**config.mk**
```make
export PLATFORM = sky130hd
export DESIGN_NAME = frac_div_sched
export DESIGN_NICKNAME = d
export VERILOG_FILES = /design/src/rtl/frac_div_pkg.sv /design/src/rtl/frac_div_sched_rr_arbiter.sv /design/src/rtl/frac_div_sched.sv
export SDC_FILE = /design/constraint.sdc
export NUM_CORES = 1
export LEC_CHECK = 0
export ABC_AREA = 1
export CAP_MARGIN = 20
export CORE_AREA = 2 2 161 163
export DETAILED_ROUTE_END_ITERATION = 6
export DIE_AREA = 0 0 163 165
export PLACE_DENSITY_LB_ADDON = 0.15
export SYNTH_ARGS = -nofsm -noshare
export SYNTH_HDL_FRONTEND = slang
export SYNTH_SLANG_ARGS = --single-unit
```
**constraint.sdc**
```tcl
create_clock -name clk -period 6.2 [get_ports clk]
set_input_delay 1.24 -clock clk [delete_from_list [all_inputs] [get_ports clk]]
set_output_delay 1.24 -clock clk [all_outputs]
set_load 0.05 [all_outputs]
```
**src/rtl/frac_div_pkg.sv**
```systemverilog
// Shared types and default sizing for the fractional-divider scheduler.
package frac_div_pkg;

    typedef enum logic [1:0] {
        ST_IDLE  = 2'd0,
        ST_CHECK = 2'd1,
        ST_WAIT  = 2'd2,
        ST_RESP  = 2'd3
    } state_t;

    localparam int NI_DEF  = 32;
    localparam int NO_DEF  = 40;
    localparam int LAT_DEF = NO_DEF + 2;
    localparam int CNT_W   = $clog2(LAT_DEF + 1);

endpackage

```
**src/rtl/frac_div_sched_rr_arbiter.sv**
```systemverilog
// Round-robin arbiter: first valid requester at or after ptr_i, circularly.
module rr_arbiter #(
    parameter int NREQ = 4,
    parameter int IDW  = 3
) (
    input  logic [NREQ-1:0] req_i,
    input  logic [IDW-1:0]  ptr_i,
    input  logic            en_i,
    output logic [NREQ-1:0] gnt_o,
    output logic [IDW-1:0]  idx_o
);

    logic [IDW:0]    cand;
    logic [NREQ-1:0] onehot;
    logic            found;

    always_comb begin
        gnt_o  = '0;
        idx_o  = '0;
        found  = 1'b0;
        cand   = '0;
        onehot = '0;
        for (int k = 0; k < NREQ; k++) begin
            cand = {1'b0, ptr_i} + (IDW+1)'(k);
            if (cand >= (IDW+1)'(NREQ))
                cand = cand - (IDW+1)'(NREQ);
            onehot = NREQ'(1) << cand;
            if (en_i && !found && |(req_i & onehot)) begin
                found = 1'b1;
                gnt_o = onehot;
                idx_o = cand[IDW-1:0];
            end
        end
    end

endmodule

```
**src/rtl/frac_div_sched.sv**
```systemverilog
// Shares one fixed-latency fractional divider among NREQ requesters,
// screening divide-by-zero and overflow before the divider is started.
//   state | meaning
//   IDLE  | arbitrating, operands captured on grant
//   CHECK | error screen; start pulse when operands are legal
//   WAIT  | counting out divider latency
//   RESP  | holding response until accepted
module frac_div_sched
    import frac_div_pkg::*;
#(
    parameter int NREQ = 4,
    parameter int NI   = NI_DEF,
    parameter int NO   = NO_DEF,
    parameter int LAT  = LAT_DEF,
    parameter int IDW  = 3
) (
    input  logic              clk,
    input  logic              rst_n,
    input  logic [NREQ-1:0]   req_valid,
    output logic [NREQ-1:0]   req_ready,
    input  logic [NREQ*NI-1:0] req_a,
    input  logic [NREQ*NI-1:0] req_b,
    output logic              rsp_valid,
    input  logic              rsp_ready,
    output logic [IDW-1:0]    rsp_id,
    output logic [NO:0]       rsp_q,
    output logic              rsp_err,
    output logic              busy,
    output logic              div_start,
    output logic [NI-1:0]     div_a,
    output logic [NI-1:0]     div_b,
    input  logic [NO:0]       div_q
);

    localparam int CW = $clog2(LAT + 1);

    state_t          state_q, state_d;
    logic [IDW-1:0]  ptr_q, id_q;
    logic [NI-1:0]   a_q, b_q, a_sel, b_sel;
    logic [CW-1:0]   cnt_q;
    logic [NO:0]     q_q;
    logic            err_q;
    logic [NREQ-1:0] gnt;
    logic [IDW-1:0]  gidx;
    logic            chk_err;

    rr_arbiter #(.NREQ(NREQ), .IDW(IDW)) u_arb (
        .req_i (req_valid),
        .ptr_i (ptr_q),
        .en_i  (state_q == ST_IDLE),
        .gnt_o (gnt),
        .idx_o (gidx)
    );

    always_comb begin
        a_sel = '0;
        b_sel = '0;
        for (int i = 0; i < NREQ; i++) begin
            if (gidx == IDW'(i)) begin
                a_sel = req_a[i*NI +: NI];
                b_sel = req_b[i*NI +: NI];
            end
        end
    end

    // Overflow when the quotient integer part would exceed one bit: a >= 2b.
    assign chk_err = (b_q == '0) | ({1'b0, a_q} >= {b_q, 1'b0});

    always_ff @(posedge clk) begin
        if (!rst_n) state_q <= ST_IDLE;
        else        state_q <= state_d;
    end

    always_comb begin
        state_d = state_q;
        case (state_q)
            ST_IDLE:  if (|gnt) state_d = ST_CHECK;
            ST_CHECK: state_d = chk_err ? ST_RESP : ST_WAIT;
            ST_WAIT:  if (cnt_q == '0) state_d = ST_RESP;
            ST_RESP:  if (rsp_ready) state_d = ST_IDLE;
            default:  state_d = ST_IDLE;
        endcase
    end

    always_comb begin
        req_ready = gnt;
        rsp_valid = (state_q == ST_RESP);
        busy      = (state_q != ST_IDLE);
        div_start = (state_q == ST_CHECK) && !chk_err;
    end

    always_ff @(posedge clk) begin
        if (!rst_n) begin
            ptr_q <= '0;
            id_q  <= '0;
            a_q   <= '0;
            b_q   <= '0;
            cnt_q <= '0;
            q_q   <= '0;
            err_q <= 1'b0;
        end else begin
            case (state_q)
                ST_IDLE: if (|gnt) begin
                    a_q   <= a_sel;
                    b_q   <= b_sel;
                    id_q  <= gidx;
                    ptr_q <= (gidx == IDW'(NREQ-1)) ? '0 : gidx + 1'b1;
                end
                ST_CHECK: if (chk_err) begin
                    q_q   <= '1;
                    err_q <= 1'b1;
                end else begin
                    cnt_q <= CW'(LAT);
                end
                // Capturing one edge after the divider's nominal latency buys a cycle of margin.
                ST_WAIT: if (cnt_q == '0) begin
                    q_q   <= div_q;
                    err_q <= 1'b0;
                end else begin
                    cnt_q <= cnt_q - 1'b1;
                end
                default: ;
            endcase
        end
    end

    assign div_a   = a_q;
    assign div_b   = b_q;
    assign rsp_id  = id_q;
    assign rsp_q   = q_q;
    assign rsp_err = err_q;

endmodule

```
# == Word level (Yosys, flattened, before mapping) ==
# Index checks and enable logic that the tools add are counted.
# word_totals
word_cells,108
ff_bits,120
out_inout_bits,116
# classes
bitwise_logic,5
n_mux,38
addsub,9
shift,4
n_eq_ne,12
n_lt_le_gt_ge,5
reduce_logical,27
# op_table
op,count
32-bit two-way mux,8
41-bit two-way mux,2
41-bit case mux with 2 select lines,1
32-bit by 33-bit >= comparator with 1-bit output,1
32-bit zero test,1
4-bit two-way mux,8
4-bit OR reduction,5
4-bit AND,4
1-bit by 4-bit << shifter with 4-bit output (first input constant),4
3-bit two-way mux,5
4-bit by 3-bit >= comparator with 1-bit output (second input constant),3
6-bit two-way mux,2
6-bit case mux with 2 select lines,1
4-bit by 3-bit subtractor with 4-bit output (second input constant),3
2-bit inequality test (second input constant),5
3-bit AND reduction,3
3-bit by 2-bit adder with 4-bit output (second input constant),2
1-bit logical AND,8
2-bit case mux with 4 select lines,1
3-bit by 2-bit equality test with 1-bit output (second input constant),2
6-bit zero test,1
1-bit two-way mux,6
2-bit two-way mux,3
6-bit by 1-bit subtractor with 6-bit output (second input constant),1
15 further kinds,20

# == Depth between registers and ports, before layout ==
# Gate-level depths: netlist of the first run.
# logic_depth
depth_word,24
ltp_mapped,19

# == Modules after synthesis ==
# Synthesis of the first run repeated with hierarchy kept, for this count alone.
# hier_totals
hier_cells,1249
area_unflattened_um2,8353.0
# modules_own_cells
mod,cells_each,area_per_inst_um2,seq_area_each_um2,instances
frac_div_sched,1132,7761.2,2402.3,1
rr_arbiter,117,591.8,0.0,1

# == Worst setup path before layout of the first run ==
# No wires, ideal clock.
# synth_timing
kind,input -> output
from,input req_valid[2]
to,output req_ready[1]
required_time_ns,4.960
arrival_ns,2.352
n_path_buf,0
path_stages,7
slack_ns,2.608
path_cell_list,nand2_1 nand2_1 nor3_4 nand2_1 nor2_2 nand3b_1 nand2_1
# synth_between
elab_chain_len,16
# synth_rtl
element,line_no,source
start: declaration,frac_div_sched.sv:19,"input logic [NREQ-1:0] req_valid,"
4-bit AND,frac_div_sched_rr_arbiter.sv:28,if (en_i && !found && |(req_i & onehot)) begin
4-bit OR reduction,frac_div_sched_rr_arbiter.sv:28,
1-bit logical AND,frac_div_sched_rr_arbiter.sv:28,
1-bit two-way mux,frac_div_sched_rr_arbiter.sv:28,
1-bit zero test,frac_div_sched_rr_arbiter.sv:28,
1-bit logical AND (2 in series),frac_div_sched_rr_arbiter.sv:28,
1-bit two-way mux,frac_div_sched_rr_arbiter.sv:28,
1-bit zero test,frac_div_sched_rr_arbiter.sv:28,
1-bit logical AND (2 in series),frac_div_sched_rr_arbiter.sv:28,
1-bit two-way mux,frac_div_sched_rr_arbiter.sv:28,
1-bit zero test,frac_div_sched_rr_arbiter.sv:28,
1-bit logical AND (2 in series),frac_div_sched_rr_arbiter.sv:28,
4-bit two-way mux (*),frac_div_sched_rr_arbiter.sv:28,
end: declaration,frac_div_sched.sv:20,"output logic [NREQ-1:0] req_ready,"
# Mark *: on every way between the ends. The rest lies on a longest branch, timed or not.

# == Worst setup path after layout of the first run ==
# layout_timing
from,input req_valid[0]
to,output req_ready[1]
# The elaborated chain is that of the path after synthesis.

==> out/results.ini, run 1 <==
[status]
outcome = finished, final reports clean

[worst_setup_path]
cp_cell_sequence = clkdlybuf4s50_1 -> nand2_1 -> nand2_1 -> nor3_4 -> nand3_2 -> nor2_1 -> nor2_1 -> nand2_1 -> clkdlybuf4s50_1
slowest_stage = clkdlybuf4s50_1
worst-path-buf-inv = 2
cp_data_required_time_ns = 4.96
crit_type = primary input to primary output
crit_path_frequent_cell = nand2_1
critPathMaxFanout = 7
rrSetupSlack_ns = 2.02
cp_top_family = buffers and inverters
reg2reg_to = div_b[2]
critical_path_arrival_ns = 3.54
reg2reg_from = ptr_q[0]
rr_worst_depth = 17
start_kind = primary input
end_kind = primary output
max_stage_delay_ns = 0.81

[global_route]
grt-busiest-layer = met2
met2_usage_pct = 43.0
met1_usage_pct = 33.9
antenna_found_initial = 0
grt_max_degree = 73
grt_pass1_vias = 9479
grt.overflow.total = 0
grt_usage_pct = 25.7
grt_pass1_wl_mm = 53.7
grt_util_met3_pct = 5.95

[timing]
finalSetupTns_ns = 0
period_minus_slack_ns = 4.78
rsz0062_at_grt = false
slew_viol_final = 0
fin_skew_ns = 0.0134
slew_headroom_pct = 32.8
finalSetupViolCount = 0
fin_crit_sh_pct = 77.2
finalHoldViolations = 0
final.setup.worst_slack_ns = 1.42
worst_pin_slew_ns = 1.01
whs_ns = 0.469
max_freq_ghz = 0.209

[clocking]
cts_buffer_depth = 2
cts_buffers = 17
cts_resized = 0
clk-insertion-delay-late_ns = 0.43
cts_setup_buffers = 0
hold_buffers = 0
clkSinkCount = 120
ctsHtreeMaxLevel = 4
clockRootBuffer = clkbuf_16
cts_tree = done
clkTransAtPathRegs_ns = 0.07

[place]
dp.cells = 1896
post-place-ws_ns = 1.31
place.gp.congestion = 0.880
port_buffers = 419
dp.final_hpwl_mm = 26.1

[cells_and_area]
finalNonFillerCells = 1928
synthToLayoutAreaGrowth_pct = 59.6
fillCellCount = 2491
antenna_cells = 0
drive_gt1_share_pct = 6.63
final_nets = 1938
multi_input_area_um2 = 5030
final_common_cell = clkdlybuf4s50_1
final_cell_mix = clkdlybuf4s50_1, nand3_1, a21oi_1, nor2_1, dfxtp_1
register_area_um2 = 2400

[logic_synthesis]
ys.flop_type = dfxtp_1
syn_nets = 1579
synth_area_um2 = 8150
synth_top_area_share_pct = 29.5
seq_area_frac_synth_pct = 29.5
ys_types = 39
synth_seq_cells = 120
async_flop_share_pct = 0
postSynthCellCount = 1226
synth_top_area_cell = dfxtp_1
avgSynthCellArea_um2 = 6.64
synth_area_leaders = dfxtp_1, nand3_1, a21oi_1
yosysWarnings = 0
synth_edf_count = 0

[routing]
vias_per_cell = 5.16
vias = 9939
wire_per_inst_um = 18.3
final_antenna_net_count = 0
drcViolationCount = 0
drt_iter0_markers = 760
dr.pass1.iters = 7
routed_wl_mm = 35.4

[hold_path]
worstHoldEndpoint = rsp_id[2]
hold_class = flop to flop
hp-start = rsp_id[2]
worstHoldPathCells = 2

[floorplanning]
die_y_um = 165
start_util_pct = 32.5
io_pins = 420
die_w_um = 163
die_area_um2 = 26900
rows = 58
core-area_um2 = 25000

[power]
power_density_nw_per_um2 = 668
power.total_mw = 8.68
p_leak_nw = 5.31
vdd_ir_drop_max_uv = 500

[job]
cap_violations = 0

[final cells by class]
cell class,instances,share of cell area (%)
clock buffer,17,3.27
clock inverter,15,1.03
inverter,72,2.08
multi-input combinational,939,38.7
sequential,120,18.5
tap,330,3.18
timing repair buffer,435,33.2
[synth_stat cells (2+ instances only)]
cell	number
a21oi_1	157
a31oi_1	2
buf_2	30
buf_4	3
buf_6	5
clkbuf_1	50
clkbuf_2	5
dfxtp_1	120
ha_1	49
inv_1	68
inv_2	3
nand2_1	117
nand2_2	5
nand3_1	216
nand3b_1	3
nand4_1	66
nor2_1	124
nor2_2	4
nor3_1	3
o211ai_1	2
o21ai_0	102
o21ai_1	8
o21bai_1	2
o22ai_1	3
or2_0	10
or2_1	17
or2_2	38
xor2_1	3
[sequential cells by signal (all words and copies together) (netlist names)]
name / flops
rsp_q: 41
cnt_q: 6
state_q: 2
ptr_q: 3
div_a: 32
rsp_id: 3
div_b: 32
rsp_err: 1
[metrics by stage]
stage / utilization, % / cell area, um^2
global placement: 49.7 / 12400
CTS: 51.9 / 13000
global route: 51.9 / 13000
floorplan: - / 8150
finish: 51.9 / 13000
detailed placement: 49.7 / 12400
[power breakdown]
part           switching [mW]  total (mW)  internal (mW)  leakage [nW]
clock network           0.428       0.952          0.525         0.266
registers               0.266        1.38           1.11         0.993
logic                    4.22        6.35           2.13          4.05
[per-layer routing]
layer	part of all wire, %	up-vias
met5	0	-
met4	0.95	0
met3	7.7	32
met2	47	412
met1	44	4544
li1	-	4951
[worst max path at each step]
stage,from,end,slack (ns),cells past startpoint
after floorplan,req_valid[2],req_ready[1],2.61,7
after global placement,req_valid[0],div_b[2],1.38,16
after detailed placement,req_valid[0],div_a[4],1.31,16
after CTS,req_valid[0],req_ready[0],1.41,9
after global routing,req_valid[2],req_ready[0],1.23,9
final,req_valid[0],req_ready[1],1.42,9
[logic make-up (layout without fill, tap and decap cells)]
logic type / count (synthesis) / after routing / synth area share [%]
buffers and inverters: 167 / 539 / 8.88
xor gates and xnor gates: 4 / 4 / 0.430
adders and majority gates: 49 / 49 / 7.53
AOI/OAI and AO/OA: 280 / 280 / 17.7
DFF: 120 / 120 / 29.5
and+or+nand+nor: 606 / 606 / 36.0
[worst reg2reg max path, stage by stage (launching register included)]
cell     delay [ns]
dfxtp_1        0.45
inv_1          0.18
ha_1           0.33
nand2_1        0.09
nand2_1        0.10
nor3_4         0.31
nand2_1        0.11
nor2_2         0.18
nand2_1        0.11
o21ai_0        0.34
inv_1          0.15
ha_2           0.21
inv_2          0.68
buf_4          0.39
nand4_1        0.11
nand3_1        0.11
nand3_1        0.09
a21oi_1        0.18
(Power assumes the default switching activity.)
==> inputs of run 2 (changes only) <==
Settings changed: CORE_AREA 2 2 161 163 to 2 2 162 164, DIE_AREA 0 0 163 165 to 0 0 164 166.
Clock period 6.2 ns to 4.7 ns, I/O delays scaled along.
==> out/results.ini, run 2 (synthesized netlist as in run 1, its figures left out) <==
[clocking]
cts_buffer_depth = 2
hold_buffers = 0
clkSinkCount = 120
cts_resized = 0
clkTransAtPathRegs_ns = 0.07
clk-insertion-delay-late_ns = 0.42
cts_buffers = 17
clockRootBuffer = clkbuf_16
ctsHtreeMaxLevel = 4
cts_tree = done
cts_setup_buffers = 0

[cells_and_area]
largest_reg_flops = 41
final_util_pct = 51.0
final_nets = 1943
drive_gt1_share_pct = 6.92
synthToLayoutAreaGrowth_pct = 60.5
final_cell_mix = clkdlybuf4s50_1, nand3_1, a21oi_1, nor2_1, dfxtp_1
final_common_cell = clkdlybuf4s50_1
antenna_cells = 0
fillCellCount = 2555

[timing]
fin_skew_ns = 0.0111
max_freq_ghz = 0.237
fin_crit_sh_pct = 89.6
worst_pin_slew_ns = 0.758
finalSetupViolCount = 0
slew_headroom_pct = 49.5
period_minus_slack_ns = 4.21
finalHoldViolations = 0
slew_viol_final = 0
rsz0062_at_grt = false
finalSetupTns_ns = 0

[worst_setup_path]
max_stage_delay_ns = 0.81
crit_path_frequent_cell = nand2_1
end_kind = primary output
slowest_stage = clkdlybuf4s50_1
cp_top_family = buffers and inverters
cp_data_required_time_ns = 3.76
critical_path_arrival_ns = 3.27
worst-path-buf-inv = 2
crit_type = primary input to primary output
cp_cell_sequence = clkdlybuf4s50_1 -> nand2_1 -> nand2_1 -> nor3_4 -> nand2_1 -> nor2_2 -> nand3b_1 -> nand2_1 -> clkdlybuf4s50_1
critPathMaxFanout = 7
start_kind = primary input

[place]
place.gp.congestion = 0.865
port_buffers = 419
dp.final_hpwl_mm = 25.9

[routing]
drt_iter0_markers = 748
wire_per_inst_um = 17.7
dr.pass1.iters = 5
vias = 9857
routed_wl_mm = 34.3
vias_per_cell = 5.09
final_antenna_net_count = 0
drcViolationCount = 0

[floorplanning]
die_area_um2 = 27200
die_y_um = 166
die_w_um = 164
io_pins = 420
core-area_um2 = 25600
start_util_pct = 31.8
rows = 59

[power]
p_leak_nw = 5.35
power_density_nw_per_um2 = 879
vdd_ir_drop_max_uv = 619

[job]
cap_violations = 0

[global_route]
grt_usage_pct = 24.8
grt_pass1_wl_mm = 53.4
grt.overflow.total = 0
grt_max_degree = 67
antenna_found_initial = 0
grt_pass1_vias = 9414

[status]
outcome = finished, final reports clean

[hold_path]
hold_class = flop to flop

## run 2: cell types whose count changed in the layout (fill, tap and decap cells not counted), sizes merged
cell | previous run | this run
buf | 17 | 22
clkinv | 6 | 3
bufinv | 0 | 1
clkinvlp | 3 | 4
inv | 78 | 79
## run 2: area by class of cell
type	count	area, um^2	share of cell area, %
clock buffers	17	425	3.25
clock inverters	15	163	1.24
inverters	72	270	2.07
multi-input cells	939	5030	38.5
flip-flops and latches	120	2400	18.4
well taps	335	419	3.21
repair buffers	440	4360	33.3
## run 2: path summary, 6_finish.rpt
kind / startpoint / endpoint / slack (ns) / cells past startpoint
max: req_valid[0] / req_ready[1] / 0.49 / 9
min: rsp_id[1] / rsp_id[1] / 0.47 / 2
max reg2reg: ptr_q[0] / div_b[4] / 0.94 / 16
min reg2reg: rsp_id[1] / rsp_id[1] / 0.47 / 2
## run 2: worst reg2reg max path, stage by stage, from the launching register on
cell	delay [ns]
dfxtp_1	0.45
inv_1	0.18
ha_1	0.33
nand2_1	0.09
nand2_1	0.10
nor3_4	0.31
nand3_2	0.20
inv_1	0.15
nor3_1	0.06
a31oi_1	0.30
inv_1	0.16
ha_1	0.26
nand2_4	0.30
buf_4	0.36
or2_2	0.16
nand3_1	0.09
a21oi_1	0.17
## run 2: where the power goes
part | switching, mW | total, mW | leakage (nW) | internal (mW)
Clock | 0.578 | 1.33 | 0.276 | 0.752
Sequential | 0.363 | 1.83 | 0.993 | 1.47
Combinational | 5.47 | 8.34 | 4.08 | 2.87
Total | 6.41 | 11.5 | 5.35 | 5.09
## run 2: metal layers
layer  global-route usage (%)  part of all wire [%]  routed length, um  vias up
met3                     5.72                   6.7               2300       39
met2                     40.6                    46              15900      325
li1                         -                     -                  -     4955
met4                     7.17                   2.3                775        0
met1                     32.4                    45              15400     4538
met5                        0                     0                  0        -
## run 2: per-stage QoR
| stage | area, um^2 | cells | hold slack (ns) | power (mW) | setup slack [ns] |
|---|---|---|---|---|---|
| after floorplan | 8150 | 1226 | 0.470 | 7.75 | 1.58 |
| after global placement | 12500 | 1906 | 0.462 | 10.1 | 0.513 |
| after detailed placement | 12500 | 1906 | 0.461 | 10.2 | 0.512 |
| after CTS | 13100 | 1938 | 0.472 | 11.6 | 0.499 |
| after global routing | 13100 | 1938 | 0.502 | 12.5 | 0.233 |
| final | 13100 | 1938 | 0.475 | 11.5 | 0.487 |
==> inputs of run 3 (changes only) <==
Settings changed: ABC_AREA 1 to default, CAP_MARGIN 20 to default, CORE_AREA 2 2 162 164 to 2 2 164 166, CTS_CLUSTER_DIAMETER from default to 40, DIE_AREA 0 0 164 166 to 0 0 166 168.
==> out/results.ini, run 3 <==
[status]
outcome = finished, final reports clean

[cells_and_area]
synthToLayoutAreaGrowth_pct = 67.9
finalNonFillerCells = 1765
final_nets = 1763
final_common_cell = clkdlybuf4s50_1
final_cell_mix = clkdlybuf4s50_1, a21oi_1, nand2_1, dfxtp_1, nor2_1
drive_gt1_share_pct = 6.19
final_cell_area_um2 = 12800
largest_reg_flops = 41

[power]
seqPwrFrac_pct = 17.0
power.switching_mw = 4.96
switching_share_pct = 51.3
p_comb_share_pct = 68.7
power_density_nw_per_um2 = 755
internal_power_mw = 4.71
clkPwrFrac_pct = 14.3
vdd_ir_drop_max_uv = 756
p_leak_nw = 4.78

[logic_synthesis]
synthAdderAreaFrac_pct = 8.03
synthMostInstantiatedCell = a21oi_1
synth_seq_cells = 120
synth_area_um2 = 7630
ys.flop_type = dfxtp_1
seq_area_frac_synth_pct = 31.5
syn_nets = 1386
yosys.area_share.simple_pct = 20.3
synth_common_cells = a21oi_1, nand2_1, dfxtp_1
synth_top_area_cell = dfxtp_1
synth_top_family_by_area = compound AO/OA/AOI/OAI gates
ys_types = 56
async_flop_share_pct = 0
yosysWarnings = 0
synthMuxAreaShare_pct = 0.131
synth_compound_area_share_pct = 32.4
synth_edf_count = 0
synth_area_leaders = dfxtp_1, a21oi_1, ha_1
synth_xor_area_share_pct = 0
synth_top_area_share_pct = 31.5
avgSynthCellArea_um2 = 7.39
postSynthCellCount = 1033

[worst_setup_path]
crit_path_frequent_cell = clkdlybuf4s50_1
cp_cell_sequence = clkdlybuf4s50_1 -> a222oi_1 -> o21a_1 -> o211ai_1 -> a32oi_1 -> inv_1 -> clkdlybuf4s50_1
critPathMaxFanout = 6
cp_data_required_time_ns = 3.76
slowest_stage = clkdlybuf4s50_1
crit_type = primary input to primary output
end_kind = primary output
critical_path_arrival_ns = 3.52
start_kind = primary input
max_stage_delay_ns = 0.70

[timing]
period_minus_slack_ns = 4.46
slew_viol_final = 0
finalSetupTns_ns = 0
finalSetupViolCount = 0
finalHoldViolations = 0
slew_headroom_pct = 42.8
fin_crit_sh_pct = 94.9
rsz0062_at_grt = false
fin_skew_ns = 0.0153
max_freq_ghz = 0.224
worst_pin_slew_ns = 0.855

[global_route]
met2_usage_pct = 39.5
grt_util_met3_pct = 4.37
met1_usage_pct = 27.4
grt-busiest-layer = met2
grt_usage_pct = 22.5
grt_pass1_vias = 8851
grt.overflow.total = 0
grt_max_degree = 79
grt_pass1_wl_mm = 49.7
antenna_found_initial = 2

[floorplanning]
rows = 60
die_y_um = 168
core-area_um2 = 26400
start_util_pct = 29.0
die_w_um = 166
io_pins = 420
die_area_um2 = 27900

[routing]
drt_iter0_markers = 618
wire_per_inst_um = 18.4
vias = 9118
final_antenna_net_count = 0
dr.pass1.iters = 5
drcViolationCount = 0
vias_per_cell = 5.17
routed_wl_mm = 32.4

[clocking]
hold_buffers = 0
cts_resized = 0
cts_buffer_depth = 2
cts_tree = done
cts_setup_buffers = 0
clkTransAtPathRegs_ns = 0.06
clk-insertion-delay-late_ns = 0.42
cts_buffers = 17
ctsHtreeMaxLevel = 4
clockRootBuffer = clkbuf_16
clkSinkCount = 120

[hold_path]
hold_class = flop to flop

[place]
dp.final_hpwl_mm = 24.8
place.gp.congestion = 0.870
dp.cells = 1732
place_area_um2 = 12200
port_buffers = 419

[job]
cap_violations = 0

-- run 3: cell count changes after synthesis, moves of 26 or more --
cell	previous run	this run
nand4_1	66	12
nor2_1	124	78
nand3_1	216	70
o21ai_0	102	70
or2_2	38	1
a22oi_1	0	67
buf_2	30	4
o221a_1	0	27
nand2_1	117	147
-- run 3: critical path: cells and delay by family --
kind / cells / cell delay (ns)
buf+inv: 3 / 1.29
compound gates: 4 / 1.28
-- run 3: logic make-up (layout without fill, tap and decap cells) --
group                      after synthesis  after routing
other                                    0              2
adders and majority gates               49             49
DFF                                    120            120
AOI/OAI and AO/OA                      375            375
buffers and inverters                  141            530
muxes                                    1              1
and+or+nand+nor                        347            347
-- run 3: power by group through the flow --
stage	clock network, mW	logic, mW	registers, mW
6_report	1.38	6.65	1.64
5_1_grt	1.45	7.31	1.69
4_1_cts	1.42	6.68	1.64
3_5_place_dp	0	6.65	1.66
3_3_place_gp	0	6.61	1.65
2_1_floorplan	0	3.57	2.61
-- run 3: layer usage --
layer / wire length, um / vias to the layer above
met5: 0 / -
met4: 780 / 0
met3: 1960 / 46
met2: 16200 / 343
met1: 13500 / 4203
li1: - / 4526
-- run 3: final cells by class --
cell class | count | area [um^2]
Inverter | 54 | 203
Timing Repair Buffer | 445 | 4480
Tap cell | 341 | 427
Sequential cell | 120 | 2400
Multi-Input combinational cell | 772 | 4690
Antenna cell | 2 | 5.00
Clock buffer | 18 | 439
Clock inverter | 13 | 170
Fill cell | 2588 | 13500
-- run 3: path summary, 6_finish.rpt --
kind | startpoint | endpoint | slack [ns] | cells after the start
worst max register to register | ptr_q[0] | div_b[6] | 0.67 | 18
worst min-delay path | rsp_id[2] | rsp_id[2] | 0.46 | 2
worst max-delay path | req_valid[2] | req_ready[3] | 0.24 | 7
worst min register to register | rsp_id[2] | rsp_id[2] | 0.46 | 2
-- run 3: metrics by stage --
| stage | hold WS, ns | util, % | setup WS, ns | power (mW) |
|---|---|---|---|---|
| finish | 0.456 | 48.6 | 0.239 | 9.67 |
| global route | 0.482 | 48.6 | 0.0234 | 10.5 |
| CTS | 0.458 | 48.6 | 0.198 | 9.74 |
| detailed placement | 0.450 | 46.3 | 0.197 | 8.32 |
| global placement | 0.444 | 46.3 | 0.222 | 8.27 |
| floorplan | 0.472 | - | 0.927 | 6.18 |
